===== src/rtl/grid_pkg.sv =====
// Shared types and constants for the tile-grid movement engine.
//   - dir_t and the DIR_* constants (codes 5-7 are treated as WAIT)
//   - state_t, the move FSM state encoding
//   - dir_opposite(), the reverse of a direction
package grid_pkg;

  typedef logic [2:0] dir_t;

  localparam dir_t DIR_RIGHT = 3'd0;
  localparam dir_t DIR_UP    = 3'd1;
  localparam dir_t DIR_LEFT  = 3'd2;
  localparam dir_t DIR_DOWN  = 3'd3;
  localparam dir_t DIR_WAIT  = 3'd4;

  typedef enum logic [2:0] {
    ST_IDLE = 3'd0,
    ST_QP   = 3'd1,
    ST_WP   = 3'd2,
    ST_QC   = 3'd3,
    ST_WC   = 3'd4
  } state_t;

  // Reverse direction; WAIT and undefined codes map to WAIT.
  function automatic dir_t dir_opposite(input dir_t d);
    case (d)
      DIR_RIGHT: dir_opposite = DIR_LEFT;
      DIR_UP:    dir_opposite = DIR_DOWN;
      DIR_LEFT:  dir_opposite = DIR_RIGHT;
      DIR_DOWN:  dir_opposite = DIR_UP;
      default:   dir_opposite = DIR_WAIT;
    endcase
  endfunction

endpackage


===== src/rtl/grid_mover_if.sv =====
// Map lookup port of the grid mover.
//   map_req  : lookup strobe (mover -> map)
//   map_x/y  : queried cell   (mover -> map)
//   map_wall : 1 = wall, valid the cycle after map_req (map -> mover)
interface grid_mover_if #(
  parameter int unsigned XW = 8,
  parameter int unsigned YW = 7
);
  logic          map_req;
  logic [XW-1:0] map_x;
  logic [YW-1:0] map_y;
  logic          map_wall;

  modport master (output map_req, map_x, map_y, input map_wall);
  modport slave  (input map_req, map_x, map_y, output map_wall);
endinterface


===== src/rtl/grid_step.sv =====
// Combinational one-cell step from (x, y) in direction dir.
//   in : x, y, dir
//   out: next_x, next_y, off_edge (move would leave the grid)
// With GRID_MOVER_WRAP_EN defined, edge moves wrap to the opposite edge and
// off_edge stays 0; otherwise the position holds and off_edge is raised.
module grid_step
  import grid_pkg::*;
#(
  parameter int unsigned GRID_W = 27,
  parameter int unsigned GRID_H = 24,
  parameter int unsigned XW     = 8,
  parameter int unsigned YW     = 7
) (
  input  logic [XW-1:0] x,
  input  logic [YW-1:0] y,
  input  dir_t          dir,
  output logic [XW-1:0] next_x,
  output logic [YW-1:0] next_y,
  output logic          off_edge
);

  localparam logic [XW-1:0] X_MAX = XW'(GRID_W - 1);
  localparam logic [YW-1:0] Y_MAX = YW'(GRID_H - 1);

  always_comb begin
    next_x   = x;
    next_y   = y;
    off_edge = 1'b0;
    case (dir)
      DIR_RIGHT: begin
        if (x == X_MAX) begin
`ifdef GRID_MOVER_WRAP_EN
          next_x = '0;
`else
          off_edge = 1'b1;
`endif
        end else next_x = x + XW'(1);
      end
      DIR_LEFT: begin
        if (x == '0) begin
`ifdef GRID_MOVER_WRAP_EN
          next_x = X_MAX;
`else
          off_edge = 1'b1;
`endif
        end else next_x = x - XW'(1);
      end
      DIR_UP: begin
        if (y == '0) begin
`ifdef GRID_MOVER_WRAP_EN
          next_y = Y_MAX;
`else
          off_edge = 1'b1;
`endif
        end else next_y = y - YW'(1);
      end
      DIR_DOWN: begin
        if (y == Y_MAX) begin
`ifdef GRID_MOVER_WRAP_EN
          next_y = '0;
`else
          off_edge = 1'b1;
`endif
        end else next_y = y + YW'(1);
      end
      default: ;
    endcase
  end

endmodule


===== src/rtl/grid_mover.sv =====
// Tile-grid movement engine for one actor (Pacman or a ghost).
// Holds the cell position, current and pending direction; each tick runs a
// registered map query (pending turn first, then current direction).
//   clk, reset_n        : clock, async active-low reset
//   tick                : movement strobe
//   dir_req/_valid      : loads the pending direction
//   spawn/_x/_y         : synchronous respawn, highest priority
//   map_if (master)     : map lookup port
//   x_out, y_out        : current cell
//   dir_cur             : current direction
//   moved/blocked       : move outcome pulses
//   tick_drop           : tick arrived while busy
// Build option: GRID_MOVER_WRAP_EN enables edge wrap-around.
module grid_mover
  import grid_pkg::*;
#(
  parameter int unsigned GRID_W  = 27,
  parameter int unsigned GRID_H  = 24,
  parameter int unsigned XW      = 8,
  parameter int unsigned YW      = 7,
  parameter int unsigned RESET_X = 13,
  parameter int unsigned RESET_Y = 17
) (
  input  logic          clk,
  input  logic          reset_n,
  input  logic          tick,
  input  dir_t          dir_req,
  input  logic          dir_req_valid,
  input  logic          spawn,
  input  logic [XW-1:0] spawn_x,
  input  logic [YW-1:0] spawn_y,
  grid_mover_if.master  map_if,
  output logic [XW-1:0] x_out,
  output logic [YW-1:0] y_out,
  output dir_t          dir_cur,
  output logic          moved,
  output logic          blocked,
  output logic          tick_drop
);

  localparam logic [XW-1:0] RST_X = XW'(RESET_X);
  localparam logic [YW-1:0] RST_Y = YW'(RESET_Y);

  state_t        state_q, state_d;
  dir_t          pend_q, pend_d;
  dir_t          qdir_q, qdir_d;     // direction of the query in flight
  logic          off_q, off_d;       // query target is off-grid: forced wall
  logic [XW-1:0] x_d, mx_d;
  logic [YW-1:0] y_d, my_d;
  dir_t          dir_d;
  logic          req_d, moved_d, blocked_d, drop_d;

  dir_t          step_dir;
  logic [XW-1:0] step_x;
  logic [YW-1:0] step_y;
  logic          step_off;
  logic          wall;

  // Only IDLE tries the pending turn; every other launch uses dir_cur.
  always_comb begin
    step_dir = dir_cur;
    if (state_q == ST_IDLE && pend_q != DIR_WAIT) step_dir = pend_q;
  end

  grid_step #(
    .GRID_W (GRID_W),
    .GRID_H (GRID_H),
    .XW     (XW),
    .YW     (YW)
  ) u_step (
    .x        (x_out),
    .y        (y_out),
    .dir      (step_dir),
    .next_x   (step_x),
    .next_y   (step_y),
    .off_edge (step_off)
  );

  assign wall = map_if.map_wall | off_q;

  // Next-state and next-output logic.
  always_comb begin
    state_d   = state_q;
    pend_d    = pend_q;
    qdir_d    = qdir_q;
    off_d     = off_q;
    x_d       = x_out;
    y_d       = y_out;
    dir_d     = dir_cur;
    mx_d      = map_if.map_x;
    my_d      = map_if.map_y;
    req_d     = 1'b0;
    moved_d   = 1'b0;
    blocked_d = 1'b0;
    drop_d    = 1'b0;

    case (state_q)
      ST_IDLE: begin
        if (tick && (pend_q != DIR_WAIT || dir_cur != DIR_WAIT)) begin
          mx_d    = step_x;
          my_d    = step_y;
          off_d   = step_off;
          req_d   = ~step_off;
          qdir_d  = step_dir;
          state_d = (pend_q != DIR_WAIT) ? ST_QP : ST_QC;
        end
      end
      ST_QP: state_d = ST_WP;
      ST_WP: begin
        if (!wall) begin
          x_d     = map_if.map_x;
          y_d     = map_if.map_y;
          dir_d   = qdir_q;
          pend_d  = DIR_WAIT;
          moved_d = 1'b1;
          state_d = ST_IDLE;
        end else if (dir_cur != DIR_WAIT && dir_cur != qdir_q) begin
          // Turn refused: fall back to the current heading, keep the turn.
          mx_d    = step_x;
          my_d    = step_y;
          off_d   = step_off;
          req_d   = ~step_off;
          qdir_d  = dir_cur;
          state_d = ST_QC;
        end else begin
          blocked_d = 1'b1;
          state_d   = ST_IDLE;
        end
      end
      ST_QC: state_d = ST_WC;
      ST_WC: begin
        if (!wall) begin
          x_d     = map_if.map_x;
          y_d     = map_if.map_y;
          moved_d = 1'b1;
        end else begin
          dir_d     = DIR_WAIT;
          blocked_d = 1'b1;
        end
        state_d = ST_IDLE;
      end
      default: state_d = ST_IDLE;
    endcase

    if (tick && state_q != ST_IDLE) drop_d = 1'b1;

    // A request lands after the commit so a same-cycle request survives.
    if (dir_req_valid) pend_d = (dir_req > DIR_WAIT) ? DIR_WAIT : dir_req;

    if (spawn) begin
      x_d       = spawn_x;
      y_d       = spawn_y;
      dir_d     = DIR_WAIT;
      pend_d    = DIR_WAIT;
      state_d   = ST_IDLE;
      req_d     = 1'b0;
      moved_d   = 1'b0;
      blocked_d = 1'b0;
      drop_d    = 1'b0;
    end
  end

  // State and output registers.
  always_ff @(posedge clk or negedge reset_n) begin
    if (!reset_n) begin
      state_q        <= ST_IDLE;
      pend_q         <= DIR_WAIT;
      qdir_q         <= DIR_WAIT;
      off_q          <= 1'b0;
      x_out          <= RST_X;
      y_out          <= RST_Y;
      dir_cur        <= DIR_WAIT;
      map_if.map_req <= 1'b0;
      map_if.map_x   <= '0;
      map_if.map_y   <= '0;
      moved          <= 1'b0;
      blocked        <= 1'b0;
      tick_drop      <= 1'b0;
    end else begin
      state_q        <= state_d;
      pend_q         <= pend_d;
      qdir_q         <= qdir_d;
      off_q          <= off_d;
      x_out          <= x_d;
      y_out          <= y_d;
      dir_cur        <= dir_d;
      map_if.map_req <= req_d;
      map_if.map_x   <= mx_d;
      map_if.map_y   <= my_d;
      moved          <= moved_d;
      blocked        <= blocked_d;
      tick_drop      <= drop_d;
    end
  end

endmodule


===== src/flat_wrapper.sv =====
// flat-port wrapper written by rule: the top's interface ports become plain ports
module grid_mover_flat import grid_pkg::*;
#(
  parameter int unsigned GRID_W  = 27,
  parameter int unsigned GRID_H  = 24,
  parameter int unsigned XW      = 8,
  parameter int unsigned YW      = 7,
  parameter int unsigned RESET_X = 13,
  parameter int unsigned RESET_Y = 17
)
  (clk, reset_n, tick, dir_req, dir_req_valid, spawn, spawn_x, spawn_y, x_out, y_out, dir_cur, moved, blocked, tick_drop, map_if_map_req, map_if_map_x, map_if_map_y, map_if_map_wall);
  grid_mover_if #(.XW(XW), .YW(YW)) map_if_i ();
  input  logic clk;
  input  logic reset_n;
  input  logic tick;
  input  dir_t dir_req;
  input  logic dir_req_valid;
  input  logic spawn;
  input  logic [XW-1:0] spawn_x;
  input  logic [YW-1:0] spawn_y;
  output logic [XW-1:0] x_out;
  output logic [YW-1:0] y_out;
  output dir_t dir_cur;
  output logic moved;
  output logic blocked;
  output logic tick_drop;
  output wire logic [$bits(map_if_i.map_req)-1:0] map_if_map_req;
  output wire logic [$bits(map_if_i.map_x)-1:0] map_if_map_x;
  output wire logic [$bits(map_if_i.map_y)-1:0] map_if_map_y;
  input wire logic [$bits(map_if_i.map_wall)-1:0] map_if_map_wall;
  assign map_if_map_req = map_if_i.map_req;
  assign map_if_map_x = map_if_i.map_x;
  assign map_if_map_y = map_if_i.map_y;
  assign map_if_i.map_wall = map_if_map_wall;
  grid_mover #(.GRID_W(GRID_W), .GRID_H(GRID_H), .XW(XW), .YW(YW), .RESET_X(RESET_X), .RESET_Y(RESET_Y)) u_core (.clk(clk), .reset_n(reset_n), .tick(tick), .dir_req(dir_req), .dir_req_valid(dir_req_valid), .spawn(spawn), .spawn_x(spawn_x), .spawn_y(spawn_y), .map_if(map_if_i), .x_out(x_out), .y_out(y_out), .dir_cur(dir_cur), .moved(moved), .blocked(blocked), .tick_drop(tick_drop));
endmodule

===== config.mk =====
export PLATFORM = sky130hd
export DESIGN_NAME = grid_mover_flat
export DESIGN_NICKNAME = d
export VERILOG_FILES = /design/src/rtl/grid_pkg.sv /design/src/rtl/grid_mover_if.sv /design/src/rtl/grid_step.sv /design/src/rtl/grid_mover.sv /design/src/flat_wrapper.sv
export SDC_FILE = /design/constraint.sdc
export NUM_CORES = 1
export LEC_CHECK = 0
export BUFFER_PORTS_ARGS = -buffer_cell sky130_fd_sc_hd__buf_2
export CAP_MARGIN = 15
export CORE_ASPECT_RATIO = 0.9
export CORE_MARGIN = 3
export CORE_UTILIZATION = 55
export CTS_BUF_LIST = sky130_fd_sc_hd__clkbuf_2 sky130_fd_sc_hd__clkbuf_4 sky130_fd_sc_hd__clkbuf_8
export DETAILED_ROUTE_END_ITERATION = 12
export GPL_ROUTABILITY_DRIVEN = 1
export GPL_TIMING_DRIVEN = 0
export PLACE_DENSITY = 0.82
export SLEW_MARGIN = 20
export SYNTH_ARGS = -nofsm -noshare
export SYNTH_HDL_FRONTEND = slang
export SYNTH_HIERARCHICAL = 1
export SYNTH_SLANG_ARGS = --single-unit

===== constraint.sdc =====
create_clock -name clk -period 3.1 [get_ports clk]
set_input_delay 0.62 -clock clk [delete_from_list [all_inputs] [get_ports clk]]
set_output_delay 0.62 -clock clk [all_outputs]
set_load 0.03 [all_outputs]

==> results of run 1 <==
[repair_timing]
action	4_1_cts	5_1_grt
endpoints found under the hold margin	0	0
resized for setup	2	7
setup endpoints to repair	4	10
[routing by layer]
metal	track usage [%]	share of wire, %
met5	0	0
met3	3.87	5.1
met4	5.54	1.1
met1	35.4	49
met2	35.8	45
[power breakdown]
| part | total [W] | internal, W | switching [W] |
|---|---|---|---|
| Sequential | 0.000979 | 0.000802 | 0.000177 |
| Clock | 0.000372 | 0.000157 | 0.000215 |
| Combinational | 0.00157 | 0.000645 | 0.000921 |
[state kept, by name, summed over array words and instances, names as in the netlist]
name and flops:
u_core/map_if.map_x 8, u_core/x_out 8, u_core/map_if.map_y 7, u_core/y_out 7
u_core/dir_cur 3, u_core/pend_q 3, u_core/qdir_q 3, u_core/state_q 3
u_core/blocked 1, u_core/map_if.map_req 1, u_core/moved 1, u_core/off_q 1
u_core/tick_drop 1
[layout make-up]
class / count / area share, %
Inverter: 11 / 1.15
Timing Repair Buffer: 60 / 8.46
Multi-Input combinational cell: 244 / 48.9
Tap cell: 67 / 2.34
Clock buffer: 5 / 1.92
Buffer: 21 / 3.53
Sequential cell: 47 / 33.1
Clock inverter: 3 / 0.559
[final timing paths]
kind / from / to / slack (ns) / depth (start not counted)
setup / recovery: u_core/pend_q[2] / u_core/map_if.map_y[1] / 0.13 / 9
hold / removal: reset_n / u_core/y_out[1] / 0.32 / 1
setup reg to reg: u_core/pend_q[2] / u_core/map_if.map_y[1] / 0.13 / 9
hold reg to reg: u_core/pend_q[2] / u_core/pend_q[2] / 0.52 / 2
max in group asynchronous: reset_n / u_core/x_out[6] / 2.38 / 1
min in group clk: u_core/pend_q[2] / u_core/pend_q[2] / 0.52 / 2
[stage by stage]
stage,cells,cell area (um2)
finish,458,3580
global route,458,3580
CTS,459,3570
detailed placement,451,3470
global placement,451,3470
floorplan,324,3090
[Yosys cell counts (4+ instances only)]
cell type / n / area (um2)
a31oi_1: 5 / 31.3
nor2_1: 24 / 90.1
a221oi_1: 5 / 43.8
o21ai_0: 33 / 165
dfstp_2: 8 / 210
mux2_4: 19 / 285
nand3_1: 6 / 30.0
ha_1: 5 / 62.6
nor4_1: 6 / 37.5
o31ai_1: 4 / 30.0
xnor2_1: 4 / 35.0
a21oi_1: 13 / 65.1
nor3_1: 11 / 55.1
nand2b_1: 4 / 25.0
nand2_1: 31 / 116
clkbuf_1: 13 / 48.8
inv_1: 11 / 41.3
o21a_1: 4 / 30.0
buf_6: 4 / 45.0
dfrtp_1: 39 / 976
mux2i_1: 20 / 200
[cell families (layout without fill, tap and decap cells)]
| kind of cell | count (synthesis) | count (layout) | share of synthesized area [%] |
|---|---|---|---|
| AOI/OAI and AO/OA | 87 | 87 | 18.6 |
| xor gates and xnor gates | 5 | 5 | 1.42 |
| adders and majority gates | 5 | 5 | 2.03 |
| buffers and inverters | 33 | 100 | 5.43 |
| DFF | 47 | 47 | 38.4 |
| muxes | 40 | 40 | 16.1 |
| and+or+nand+nor | 107 | 107 | 18.0 |
==> flow_summary.ini, run 1 <==
[status]
status = finished clean

[worst_setup_path]
path_cells = nor3b_1 -> nor2_1 -> o21ai_0 -> buf_2 -> nor2b_2 -> o311a_4 -> a211oi_1 -> a211o_1 -> mux2_4
worstSetupPathType = reg -> reg
critPathMaxFanout = 10
path_buf_inv = 1
cp.arrival_ns = 3.15
crit_family = compound AO/OA/AOI/OAI gates
max_stage_delay_ns = 0.54
cp-end-kind = flip-flop
cpMaxStageDelayCell = dfstp_2
worstPathRequired_ns = 3.29
cp-start-kind = flip-flop

[logic_synthesis]
synthCells = 324
async_reset_ff_share_pct = 100
synth_area_um2 = 3090
ys_ff_latch = 47
ys_seq_area_share_pct = 38.4
ys_types = 59
synth_ff_type = dfrtp_1
synth_fp_nets = 353
synth.avg_cell_area_um2 = 9.53
ys_warn_count = 6
synth_edf_count = 0

[sta]
max_freq_mhz = 337
slew_viol_final = 0
clock_skew_ns = 0.00682
rsz0062_at_grt = false
min_period_ns = 2.97
worst_slack_ns = 0.130
hold_viol = 0
whs_ns = 0.318
setup_violations = 0
fin_tns_setup_ns = 0
relSlewSlack_pct = 60.8
tightest_slew_ns = 0.588
finalCritPeriodShare_pct = 95.8

[finish]
syn2layout_area_growth_pct = 15.9
fin_util_pct = 66.9
layout_common_cells = buf_2 (61), dfrtp_1 (39), o21ai_0 (32)
fin_nets = 419
final_common_cell = buf_2
seqCellArea_um2 = 1190
multiInputGateArea_um2 = 1750
fillers = 417
diodes = 0
drive_gt1_share_pct = 30.7

[power_and_ir_drop]
total_leakage_power_nw = 1.70
vdd_drop_max_v = 0.000592
total_power_w = 0.00292
power_density_nw_per_um2 = 815

[clocking]
clkSlewWorstSetupHoldPaths_ns = 0.09
clockBufferDepth = 2
clk_root_buffer_cell = clkbuf_8
cts.htree.levels = 2
cts_tree = built
post-cts-setup-buffers = 0
cts_buffers = 5
clock_latency_ns = 0.30
hold_buffers = 0
clock-sinks = 47

[floorplanning]
core-area_um2 = 5350
initial_utilization_pct = 57.7
core.rowCount = 25
pin_count = 61
dieArea_um2 = 6550
die_h_um = 77.1
die_x_um = 85.0

[drt]
drtIter0Drc = 129
drt-vias-per-instance = 5.95
drtPass1Iterations = 5
drc_errors = 0
vias = 2724
antenna_left = 0
detail_route.wl_per_cell_um = 16.5
drt-total-wl_mm = 7.55

[global_route]
antenna_found_initial = 0
grt_max_degree = 48
grt_first_pass_wirelength_mm = 12.6
grt_usage_pct = 23.7
gr-total-overflow = 0
grt_pass1_vias = 2483

[placement]
port_buffers = 60
hpwl_mm = 5.28
place.gp.congestion = 0.921
dp_slack_ns = -0.174

[job]
cap_violations = 0

[hold_path]
hp-class = in -> async
No activity file was read; power rests on OpenSTA's default activity.
==> run 2, diff against run 1 <==
--- a/config.mk
+++ b/config.mk
@@ -13,7 +13,6 @@
 export CTS_BUF_LIST = sky130_fd_sc_hd__clkbuf_2 sky130_fd_sc_hd__clkbuf_4 sky130_fd_sc_hd__clkbuf_8
 export DETAILED_ROUTE_END_ITERATION = 12
 export GPL_ROUTABILITY_DRIVEN = 1
-export GPL_TIMING_DRIVEN = 0
 export PLACE_DENSITY = 0.82
 export SLEW_MARGIN = 20
 export SYNTH_ARGS = -nofsm -noshare
==> run 2 against run 1 <==
Sequential share of layout area is 0.72 points higher. Power fell by 0.95%. Die area did not move. Critical endpoint is now u_core/map_if.map_y[5]. Combinational power fell by 6%. Design area fell by 2.1%. Via count shrank 1.1%. Maximum frequency rose by 9.2%. Clock skew fell by 0.0013 ns. Sequential cell count unchanged. Utilization decreased by 1.4 points. Highest routed layer unchanged.
==> flow_summary.ini, run 2 (synthesized netlist as in run 1, its figures left out) <==
[clocking]
clockBufferDepth = 2
clkSlewWorstSetupHoldPaths_ns = 0.09
cts_tree = built
hold_buffers = 0
clk_root_buffer_cell = clkbuf_8
clock-sinks = 47
cts.htree.levels = 2
post-cts-setup-buffers = 0
clock_latency_ns = 0.30
cts_buffers = 5

[finish]
multiInputGateArea_um2 = 1760
top_regs = u_core/map_if.map_x (8), u_core/x_out (8)
syn2layout_area_growth_pct = 13.5
fin_nets = 404
seqCellArea_um2 = 1190
diodes = 0
fillers = 439
final_common_cell = buf_2
fin_cells = 443
drive_gt1_share_pct = 30.1
layout_common_cells = buf_2 (59), dfrtp_1 (39), o21ai_0 (33)
fin_util_pct = 65.5

[floorplanning]
die_h_um = 77.1
dieArea_um2 = 6550
initial_utilization_pct = 57.7
pin_count = 61
die_x_um = 85.0
core-area_um2 = 5350
core.rowCount = 25

[status]
status = finished clean

[sta]
rsz0062_at_grt = false
hold_viol = 0
max_freq_mhz = 368
tightest_slew_ns = 0.757
worst_slack_ns = 0.380
slew_viol_final = 0
finalCritPeriodShare_pct = 87.7
min_period_ns = 2.72
fin_tns_setup_ns = 0
clock_skew_ns = 0.00550
relSlewSlack_pct = 49.4
setup_violations = 0

[global_route]
grt_pass1_vias = 2558
gr-total-overflow = 0
grt_first_pass_wirelength_mm = 12.8
grt_usage_pct = 23.7
grt_max_degree = 48
antenna_found_initial = 0

[worst_setup_path]
r2r_end = u_core/map_if.map_y[5]
r2r-start = u_core/pend_q[2]
cp-end-kind = flip-flop
cp-start-kind = flip-flop
critPathMaxFanout = 8
rr_worst_depth = 8
worstSetupPathType = reg -> reg
reg2reg_slack_ns = 0.38
startpoint = u_core/pend_q[2]
cp.arrival_ns = 2.97
worstPathRequired_ns = 3.35

[drt]
antenna_left = 0
vias = 2693
drc_errors = 0
drt-vias-per-instance = 6.08
drt-total-wl_mm = 7.33
drtIter0Drc = 176
detail_route.wl_per_cell_um = 16.5
drtPass1Iterations = 4

[placement]
dp.cells = 435
hpwl_mm = 5.18
port_buffers = 60
place.gp.congestion = 0.900
dp_slack_ns = 0.317

[hold_path]
hp-class = in -> async

[power_and_ir_drop]
total_leakage_power_nw = 1.67
vdd_drop_max_v = 0.000484
total_power_w = 0.00289
power_density_nw_per_um2 = 825

[job]
cap_violations = 0
==> run 2: cell count changes in the layout (fill, tap and decap cells not counted), moves of 2 or more <==
cell and delta:
clkbuf_1 -11, buf_4 +3, buf_2 -2, buf_6 -4, o21ai_2 -2
==> run 2: worst max-delay path, cell delays in order, from the launching register on <==
cell and delay, ns:
dfstp_2 0.53, nor3b_1 0.32, nor2_1 0.13, o21ai_0 0.33, nor2b_1 0.38, o311a_4 0.32, or2b_1 0.23, a31oi_1 0.23
mux2_4 0.18
==> run 2: report_power, final <==
| group | switching [W] | internal [W] |
|---|---|---|
| Combinational | 0.000852 | 0.000625 |
| Sequential | 0.000239 | 0.000803 |
| Clock | 0.000213 | 0.000157 |
| Total | 0.00130 | 0.00159 |
==> run 2: worst max path at each step <==
| stage | endpoint | slack [ns] | cells after the start |
|---|---|---|---|
| floorplan | u_core/map_if.map_y[1] | 0.47 | 8 |
| global placement | u_core/map_if.map_y[1] | 0.51 | 8 |
| detailed placement | u_core/map_if.map_y[1] | 0.32 | 8 |
| CTS | u_core/map_if.map_y[1] | 0.28 | 8 |
| global route | u_core/map_if.map_y[5] | 0.20 | 8 |
| finish | u_core/map_if.map_y[5] | 0.38 | 8 |
==> run 2: metal layers <==
metal	global-route usage, %	up-vias	part of all wire (%)
met5	0	-	0
met2	35.0	97	45
met1	35.2	1288	47
met4	7.28	0	2.0
li1	-	1291	-
met3	4.08	17	5.4
==> run 2: layout make-up <==
type / instances / area share [%]
Timing Repair Buffer: 66 / 9.93
Multi-Input combinational cell: 244 / 50.1
Clock buffer: 5 / 1.96
Inverter: 11 / 1.18
Sequential cell: 47 / 33.9
Clock inverter: 3 / 0.571
Tap cell: 67 / 2.39
==> run 2: repair_timing <==
action | CTS | global route
setup endpoints to repair | 0 | 2
endpoints found under the hold margin | 0 | 0
gates resized for setup | 0 | 1
==> run 2: metrics by stage <==
| step | hold WS, ns | cell area, um2 |
|---|---|---|
| 2_1_floorplan | 0.324 | 3090 |
| 4_1_cts | 0.508 | 3500 |
| 6_report | 0.316 | 3500 |
| 3_5_place_dp | 0.494 | 3410 |
| 3_3_place_gp | 0.483 | 3400 |
| 5_1_grt | 0.354 | 3500 |
==> run 3, diff against run 2 <==
--- a/config.mk
+++ b/config.mk
@@ -13,6 +13,7 @@
 export CTS_BUF_LIST = sky130_fd_sc_hd__clkbuf_2 sky130_fd_sc_hd__clkbuf_4 sky130_fd_sc_hd__clkbuf_8
 export DETAILED_ROUTE_END_ITERATION = 12
 export GPL_ROUTABILITY_DRIVEN = 1
+export MAX_ROUTING_LAYER = met4
 export PLACE_DENSITY = 0.82
 export SLEW_MARGIN = 20
 export SYNTH_ARGS = -nofsm -noshare
==> constraint.sdc (replaced) <==
create_clock -name clk -period 2.6 [get_ports clk]
set_input_delay 0.52 -clock clk [delete_from_list [all_inputs] [get_ports clk]]
set_output_delay 0.52 -clock clk [all_outputs]
set_load 0.03 [all_outputs]
==> run 3 against run 2 <==
Via count rose by 4.1%. Wire length rose by 4.4%. Utilization grew 2.4 points. Critical path depth unchanged. Die area unchanged. Clock skew hardly changed. Clock power rose by 28%.
==> flow_summary.ini, run 3 (synthesized netlist as in run 1, its figures left out) <==
[sta]
slew_viol_final = 0
worst_slack_ns = 0.149
min_period_ns = 2.45
hold_viol = 0
finalCritPeriodShare_pct = 94.3
whs_ns = 0.168
relSlewSlack_pct = 58.9
max_freq_mhz = 408
clock_skew_ns = 0.00593
tightest_slew_ns = 0.612
setup_violations = 0

[floorplanning]
die_x_um = 85.0
pin_count = 61
initial_utilization_pct = 57.7
core-area_um2 = 5350
core.rowCount = 25
die_h_um = 77.1
dieArea_um2 = 6550

[power_and_ir_drop]
p_clk_share_pct = 13.3
total_leakage_power_nw = 1.74
total_power_w = 0.00356
combinationalPowerShare_pct = 53.3
swShare_pct = 44.0
power_switching_w = 0.00157
power_density_nw_per_um2 = 981
vdd_drop_max_v = 0.000651
p_seq_share_pct = 33.4
power.internal_w = 0.00200

[clocking]
cts_buffers = 5
clock_latency_ns = 0.31
clkSlewWorstSetupHoldPaths_ns = 0.09
cts.htree.levels = 2
clk_root_buffer_cell = clkbuf_8
clock-sinks = 47
clockBufferDepth = 2
hold_buffers = 0
cts_tree = built

[worst_setup_path]
max_stage_delay_ns = 0.54
worstPathRequired_ns = 2.80
rr_worst_depth = 8
cpMaxStageDelayCell = dfstp_2
reg2reg_slack_ns = 0.15
r2r-start = u_core/pend_q[2]
path_cells = nor3b_2 -> nor2_2 -> o21ai_0 -> inv_1 -> a211oi_2 -> a211oi_1 -> a211o_1 -> mux2_4
critPathMaxFanout = 6
cp-start-kind = flip-flop
cp-end-kind = flip-flop
r2r_end = u_core/map_if.map_y[1]
worstSetupPathType = reg -> reg
cp.arrival_ns = 2.65

[drt]
drt-vias-per-instance = 6.13
vias = 2803
drc_errors = 0
drt-total-wl_mm = 7.65
detail_route.wl_per_cell_um = 16.7
drtPass1Iterations = 4
drtIter0Drc = 248
antenna_left = 0

[finish]
final_common_cell = buf_2
seqCellArea_um2 = 1190
layout_common_cells = buf_2 (60), dfrtp_1 (39), o21ai_0 (33)
multiInputGateArea_um2 = 1760
fillers = 410
syn2layout_area_growth_pct = 17.6
drive_gt1_share_pct = 33.8
top_regs = u_core/map_if.map_x (8), u_core/x_out (8)
fin_nets = 418
diodes = 0

[global_route]
gr-total-overflow = 0
grt_pass1_vias = 2535
grt_first_pass_wirelength_mm = 12.5
antenna_found_initial = 0
grt_usage_pct = 24.3
grt_max_degree = 40

[job]
cap_violations = 0

[placement]
port_buffers = 60
place.gp.congestion = 0.921
dp_slack_ns = 0.144
hpwl_mm = 5.28

[status]
status = finished clean

[hold_path]
hp-class = in -> async
[run 3: worst max-delay path by stage]
stage	start	end	slack [ns]	cells past startpoint
after floorplan	u_core/state_q[0]	u_core/map_if.map_x[7]	0.03	12
after global placement	u_core/state_q[2]	u_core/map_if.map_x[0]	0.20	9
after detailed placement	u_core/state_q[2]	u_core/map_if.map_x[0]	0.14	9
after CTS	u_core/state_q[1]	u_core/map_if.map_x[0]	0.07	9
after global routing	u_core/state_q[1]	u_core/map_if.map_y[4]	-0.007	9
final	u_core/pend_q[2]	u_core/map_if.map_y[1]	0.15	8
[run 3: power by group through the flow]
stage,Sequential [W],Combinational (W),Clock (W)
2_1_floorplan,0.00148,0.00107,0
3_3_place_gp,0.00119,0.00183,0
3_5_place_dp,0.00120,0.00187,0
4_1_cts,0.00119,0.00188,0.000478
5_1_grt,0.00123,0.00203,0.000522
6_report,0.00119,0.00190,0.000473
[run 3: cell type report]
type	count	share of cell area [%]
Clock buffer	7	2.48
Clock inverter	1	0.138
Inverter	11	1.14
Multi-Input combinational cell	244	48.5
Sequential cell	47	32.7
Tap cell	67	2.31
Timing Repair Buffer	80	12.7
[run 3: through the flow]
step                setup TNS [ns]  cell area, um2  utilization, %  cells
finish                           0            3630            67.9    457
global route              -0.00680            3630            67.9    457
CTS                              0            3620            67.6    457
detailed placement               0            3520            65.8    449
global placement                 0            3520            65.8    449
floorplan                        0            3090               -    324
[run 3: timing repair]
action	CTS	global route
gates resized for setup	0	5
endpoints found under the setup margin	0	12
buffers inserted	0	0
[run 3: per-layer routing]
| layer | GRT usage (%) | up-vias | part of all wire, % |
|---|---|---|---|
| li1 | - | 1315 | - |
| met1 | 32.6 | 1373 | 44 |
| met2 | 37.0 | 107 | 48 |
| met3 | 5.91 | 8 | 6.5 |
| met4 | 6.01 | 0 | 1.1 |
| met5 | - | - | 0 |
[run 3: critical path: cells and delay by family, from the launching register on]
kind,cells,cell delay (ns)
muxes,1,0.25
and+or+nand+nor,2,0.31
buffers and inverters,1,0.21
AOI/OAI and AO/OA,4,1.03
DFF,1,0.54
